<file path="src/rtl/vcii_stim_gen.sv">
// Waveform generator (DC/saw/triangle/square) feeding a 1-bit first-order sigma-delta stream
// that an external RC filter turns into the VCII y input voltage.
module vcii_stim_gen #(
  parameter int WIDTH = 8,
  parameter int DIV_W = 8
) (
  input  logic             clk,
  input  logic             rst,
  input  logic             en,
  input  logic [1:0]       mode,
  input  logic [WIDTH-1:0] level,
  input  logic [3:0]       step,
  input  logic [DIV_W-1:0] rate_div,
  output logic             ds_out,
  output logic [WIDTH-1:0] code,
  output logic             upd,
  output logic             dir
);

  typedef enum logic [1:0] {
    MODE_DC  = 2'b00,
    MODE_SAW = 2'b01,
    MODE_TRI = 2'b10,
    MODE_SQR = 2'b11
  } mode_e;

  mode_e            mode_q, mode_n;
  logic [DIV_W-1:0] cnt_q, cnt_n;
  logic [WIDTH-1:0] acc_q, acc_n;
  logic [WIDTH-1:0] code_n;
  logic             dir_n, upd_n, ds_n;

  logic [WIDTH-1:0] step_ext;
  logic [WIDTH:0]   up_sum;
  logic [WIDTH:0]   sd_sum;
  logic             tick;

  assign step_ext = {{(WIDTH-4){1'b0}}, step};
  assign up_sum   = {1'b0, code} + {1'b0, step_ext};
  assign sd_sum   = {1'b0, acc_q} + {1'b0, code};
  assign tick     = (cnt_q == rate_div);

  always_ff @(posedge clk) begin
    if (rst) begin
      code   <= '0;
      dir    <= 1'b1;
      upd    <= 1'b0;
      ds_out <= 1'b0;
      acc_q  <= '0;
      cnt_q  <= '0;
      mode_q <= mode_e'(mode);
    end else begin
      code   <= code_n;
      dir    <= dir_n;
      upd    <= upd_n;
      ds_out <= ds_n;
      acc_q  <= acc_n;
      cnt_q  <= cnt_n;
      mode_q <= mode_n;
    end
  end

  always_comb begin
    mode_n = mode_q;
    cnt_n  = cnt_q;
    acc_n  = acc_q;
    code_n = code;
    dir_n  = dir;
    upd_n  = 1'b0;
    ds_n   = 1'b0;

    if (en) begin
      // The modulator runs on the code registered at the start of this cycle.
      ds_n  = sd_sum[WIDTH];
      acc_n = sd_sum[WIDTH-1:0];

      if (mode_e'(mode) != mode_q) begin
        // A mode switch restarts the waveform and swallows any coincident tick.
        mode_n = mode_e'(mode);
        code_n = '0;
        dir_n  = 1'b1;
        cnt_n  = '0;
      end else begin
        cnt_n = tick ? '0 : cnt_q + DIV_W'(1);
        case (mode_q)
          MODE_DC: code_n = level;
          MODE_SAW: begin
            if (tick) begin
              upd_n  = 1'b1;
              code_n = (up_sum > {1'b0, level}) ? '0 : up_sum[WIDTH-1:0];
            end
          end
          MODE_TRI: begin
            if (tick) begin
              upd_n = 1'b1;
              if (dir) begin
                if (up_sum >= {1'b0, level}) begin
                  code_n = level;
                  dir_n  = 1'b0;
                end else begin
                  code_n = up_sum[WIDTH-1:0];
                end
              end else begin
                if (code <= step_ext) begin
                  code_n = '0;
                  dir_n  = 1'b1;
                end else begin
                  code_n = code - step_ext;
                end
              end
            end
          end
          MODE_SQR: begin
            if (tick) begin
              upd_n  = 1'b1;
              code_n = (code == '0) ? level : '0;
            end
          end
        endcase
      end
    end
  end

endmodule

</file>
<file path="config.mk">
export PLATFORM = sky130hd
export DESIGN_NAME = vcii_stim_gen
export DESIGN_NICKNAME = d
export VERILOG_FILES = /design/src/rtl/vcii_stim_gen.sv
export SDC_FILE = /design/constraint.sdc
export NUM_CORES = 1
export LEC_CHECK = 0
export BUFFER_PORTS_ARGS = -buffer_cell sky130_fd_sc_hd__buf_2
export CAP_MARGIN = 10
export CORE_ASPECT_RATIO = 0.8
export CORE_UTILIZATION = 25
export DETAILED_ROUTE_END_ITERATION = 7
export GPL_TIMING_DRIVEN = 0
export PLACE_DENSITY_LB_ADDON = 0.05
export SYNTH_ARGS = -nofsm -noshare
export SYNTH_HDL_FRONTEND = slang
export SYNTH_SLANG_ARGS = --single-unit
</file>
<file path="constraint.sdc">
create_clock -name clk -period 3.1 [get_ports clk]
set_input_delay 0.31 -clock clk [delete_from_list [all_inputs] [get_ports clk]]
set_output_delay 0.31 -clock clk [all_outputs]
set_load 0.05 [all_outputs]
</file>
# Word-level counts from Yosys, hierarchy flattened
# Index checks and enable logic that the tools add are counted.
totals:
  regBits: 29
classes:
  add_sub_neg: 4
  magnitude_cmp: 3
  eq_ne: 8
  muxes: 22
  bitwise_logic: 2
  reduce_logical: 12
op_table:
  columns: ["op", "n"]
  rows:
  - ["2-to-1 mux 8 bit", 11]
  - ["one-hot mux 8 bit (4 select lines)", 1]
  - ["adder 8 x 4 -> 9 bit", 1]
  - ["adder 8 x 8 -> 9 bit", 1]
  - [">= comparator 9 x 8 -> 1 bit", 1]
  - ["greater-than comparator 9 x 8 -> 1 bit", 1]
  - ["inequality test 3 bit, second input constant", 3]
  - ["adder 8 x 1 -> 8 bit, second input constant", 1]
  - ["== test 8 bit", 1]
  - ["<= comparator 8 x 4 -> 1 bit", 1]
  - ["zero test 8 bit", 1]
  - ["nonzero test 2 bit", 4]
  - ["subtractor 8 x 4 -> 8 bit", 1]
  - ["2-to-1 mux 1 bit", 7]
  - ["2-to-1 mux 2 bit", 3]
  - ["== test 2 bit, second input constant", 2]
  - ["AND reduction 4 bit", 1]
  - ["OR reduction 4 bit", 1]
  - ["AND reduction 3 bit", 1]
  - ["OR reduction 3 bit", 1]
  - ["== test 2 x 1 -> 1 bit, second input constant", 1]
  - ["zero test 2 bit", 1]
  - ["inequality test 2 bit", 1]
  - ["inverter 1 bit", 2]
  - ["other kinds (2)", 2]

# Longest topological paths before layout
depth:
  ltp_word: 7
  mapped_depth: 15
  depth_no_buf: 13

# Worst setup path before layout
# OpenSTA, ideal clock, no wires.
synth_path:
  path_type: "reg-to-reg"
  from: "register code[2]"
  to: "register code[3]"
  t_arrival_ns: 3.640
  required_ns: 3.009
  path_slack_ns: -0.631
  path_stages_with_launch: 13
  path_buffers: 1
  cell_sequence: "dfxtp_1 ha_1 buf_2 nand2b_1 a21oi_1 xor2_1 ha_1 and4_1 a221o_1 a21o_1 a2111oi_4 a221oi_1 a311oi_1"
synth_between:
  elab_chain_cells: 7
synth_rtl:
  columns: ["item", "line", "rtl"]
  rows:
  - ["from (decl)", "15", "output logic [WIDTH-1:0] code,"]
  - ["from (signal assigned)", "53", "code <= code_n;"]
  - ["adder 8 x 4 -> 9 bit", "39", "assign up_sum = {1'b0, code} + {1'b0, step_ext};"]
  - [">= comparator 9 x 8 -> 1 bit", "97", "if (up_sum >= {1'b0, level}) begin"]
  - ["2-to-1 mux 8 bit", "97", null]
  - ["2-to-1 mux 8 bit", "96", "if (dir) begin"]
  - ["2-to-1 mux 8 bit", "94", "if (tick) begin"]
  - ["one-hot mux 8 bit (4 select lines) *", "85", "case (mode_q)"]
  - ["2-to-1 mux 8 bit *", "77", "if (mode_e'(mode) != mode_q) begin"]
# Every way passes the cells marked *; elsewhere a longest branch is shown, timed or not. The select of a mux whose other input is x is not followed.
# A chain may end at the register's enable or synchronous reset.

# Worst setup path in the final report
layout_path:
  from: "register code[0]"
  to: "register code[2]"
# Same word-level chain as after synthesis.

==> results_dict.tcl <==
set metrics [dict create \
    grt_max_degree 11 \
    drv_slew 0 \
    wl_per_cell_microns 17.9 \
    total_power_mw 1.24 \
    antenna_cells 0 \
    synthesis.area_sq_um 2810 \
    worst_path_dominant_cell_family "adder cells" \
    drc_errors 0 \
    violations "setup timing" \
    ys_seq_elements 29 \
    fin_nets 471 \
    crit_path_cell_trace "ha_4, fa_2, nand2b_4, a21oi_4, xor2_4, ha_4, and4_1, a221o_1, buf_4, o21a_2, or4_1, nand4_1, a211oi_2" \
    holdWs_ns 0.253 \
    peakVddDrop_v 0.000156 \
    place_congestion 0.816 \
    final_util_pct 33.8 \
    chipWidth_microns 121 \
    postSynthAreaPerCell_sq_um 7.83 \
    crit_start "code[0]" \
    portBuffers 35 \
    num_vias 2913 \
    critPathBufInv 1 \
    status "finished with violations" \
    syn_to_final_growth_pct 31.0 \
    most-common-layout-cells "buf_2, nor2_1, nand2_1" \
    pre_cts_ws_ns -0.855 \
    htreeDepth 2 \
    dp_hpwl_microns 7830 \
    hold_viol 0 \
    fin_crit_ns 3.35 \
    cts_made_buffers 5 \
    synthTopCellsByArea "dfxtp_1, ha_1, xnor2_1, a21oi_1, nor2_1" \
    start_util_pct 25.8 \
    grt_first_pass_wirelength_microns 15800 \
    die_height_microns 96.9 \
    synth_nets 412 \
    synth_edf_count 2 \
    cp.depth 13 \
    cts.path.max_buffers 2 \
    antenna_found_initial 0 \
    hp-class "input pin to flip-flop" \
    synth_top_cell_by_area "dfxtp_1" \
    min_period_over_period_pct 108 \
    clockRootBuffer "clkbuf_16" \
    overflow 0 \
    fin_worst_skew_ns 0.00584 \
    required_ns 3.24 \
    rsz0062_at_grt "true" \
    critPathCaptureType "flip-flop" \
    syn-instance-count 359 \
    synth_warnings 0 \
    die_area_sq_um 11700 \
    cts_tree "done" \
    async_flop_share_pct 0 \
    ys.flop_type "dfxtp_1" \
    setup_slack_ns -0.253 \
    synth_top_area_share_pct 19.2 \
    arrival_ns 3.49 \
    r2r-start "code[0]" \
    synth_cell_types 60 \
    power_per_cell_area_nw_per_um2 335 \
    cpMaxStageDelayCell "fa_2" \
    path_class "flip-flop to flip-flop" \
    cp-endpoint "code[2]" \
    setup_violations 9 \
    ioPinCount 36 \
    core_area_sq_um 10900 \
    wirelength_microns 10100 \
    post_drt_via_cell_ratio 5.17 \
    cts.sinks 29 \
    maxSlewHeadroom_pct 45.0 \
    worst_pin_slew_ns 0.814 \
    drive_gt1_share_pct 25.1 \
    track_usage_pct 17.8 \
    clk_pin_slew_worst_paths_ns 0.05 \
    antenna_left 0 \
    rrSetupSlack_ns -0.25 \
    num-fill-cells 1194 \
    max-cap-violations 0 \
    row_count 34 \
    synth_seq_area_share_pct 21.4 \
    crit_fanout 6 \
    insertion_delay_ns 0.28 \
    rr_worst_depth 13 \
    final_common_cell "buf_2" \
    drt_iter0_drc 169 \
    first_pass_iters 4 \
    cp_common_cell "ha_4" \
    cpPeakStageDelay_ns 0.47 \
    start_kind "flip-flop" \
    r2r-end "code[2]" \
    p_leak_nw 1.56 \
    fmax_mhz 298 \
    grt_pass1_vias 2780 \
]
==> kinds of logic (layout without fill, tap and decap cells) <==
logic type,Yosys count,in the layout,share of synthesized area (%)
AO/OA/AOI/OAI,102,102,26.8
XOR/XNOR,26,26,8.10
AND/OR/NAND/NOR,127,127,22.7
multiplexers,6,6,2.14
flip-flops,29,29,21.4
buffers and inverters,41,101,5.70
adder cells (fa/ha/maj),28,28,13.3
==> per-stage QoR <==
step           instance area (sq um)  cells  TNS (ns)
2_1_floorplan                   2880    359    -0.299
4_1_cts                         3550    557     -2.02
3_5_place_dp                    3230    538     -6.31
6_report                        3680    563     -1.63
5_1_grt                         3680    563     -2.57
3_3_place_gp                    3230    538     -6.90
==> worst register-to-register path, delay by kind of cell (launching register included) <==
family | cells | cell delay (ns)
fa+ha+maj | 3 | 0.86
buf+inv | 1 | 0.19
xor+xnor | 1 | 0.20
flops | 1 | 0.35
compound gates | 4 | 0.79
simple gates | 4 | 0.83
==> synthesized netlist by cell type, types with 6 or more instances <==
cell,instances
inv_1,24
nor2_1,33
and2_1,7
o21ai_0,16
mux2i_1,6
dfxtp_1,27
ha_1,25
a211oi_1,10
xnor2_1,21
nand4_1,6
nor2b_1,6
nand3_1,13
clkbuf_1,8
a21oi_1,25
nand2_1,29
==> metal layers <==
metal,vias up,share of wire [%],wire length (microns),GRT usage [%]
li1,1441,-,-,-
met1,1385,52,5300,28.0
met2,81,39,3970,24.1
met3,6,7.7,773,4.48
met4,0,0.64,65,2.85
met5,-,0,0,0
==> area by class of cell <==
| cell class | count | area (sq um) | share of cell area, % |
|---|---|---|---|
| plain buffers | 16 | 66.3 | 1.80 |
| clock buffers | 5 | 125 | 3.40 |
| well taps | 144 | 180 | 4.89 |
| multi-input cells | 289 | 2260 | 61.4 |
| inverters | 24 | 90.1 | 2.45 |
| flip-flops and latches | 29 | 616 | 16.7 |
| clock inverters | 3 | 12.5 | 0.340 |
| repair buffers | 53 | 330 | 8.97 |
==> repair_timing <==
item                       4_1_cts  5_1_grt
buffers inserted                12        6
resized for setup               17       16
pin swaps                       10       17
hold buffers                     0        0
setup endpoints to repair        9        9
==> worst min-delay path by stage <==
stage	end	slack, ns	from	cells past startpoint
6_report	mode_q[1]	0.25	mode[1]	1
5_1_grt	mode_q[1]	0.25	mode[1]	1
4_1_cts	mode_q[1]	0.25	mode[1]	1
3_5_place_dp	acc_q[5]	0.48	acc_q[5]	2
3_3_place_gp	acc_q[5]	0.47	acc_q[5]	2
2_1_floorplan	mode_q[0]	0.41	mode[0]	0
==> registers in the layout (all words and copies together) (netlist names) <==
signal and flops:
dir 1, upd 1, cnt_q 8, acc_q 8, code 8, mode_q 2
ds_out 1
==> power by group <==
group | leakage, nW | switching (mW) | total [mW] | internal, mW
clock network | 0.0687 | 0.174 | 0.464 | 0.290
registers | 0.241 | 0.00957 | 0.394 | 0.385
logic | 1.25 | 0.227 | 0.378 | 0.151
No activity file was read; power rests on OpenSTA's default activity.
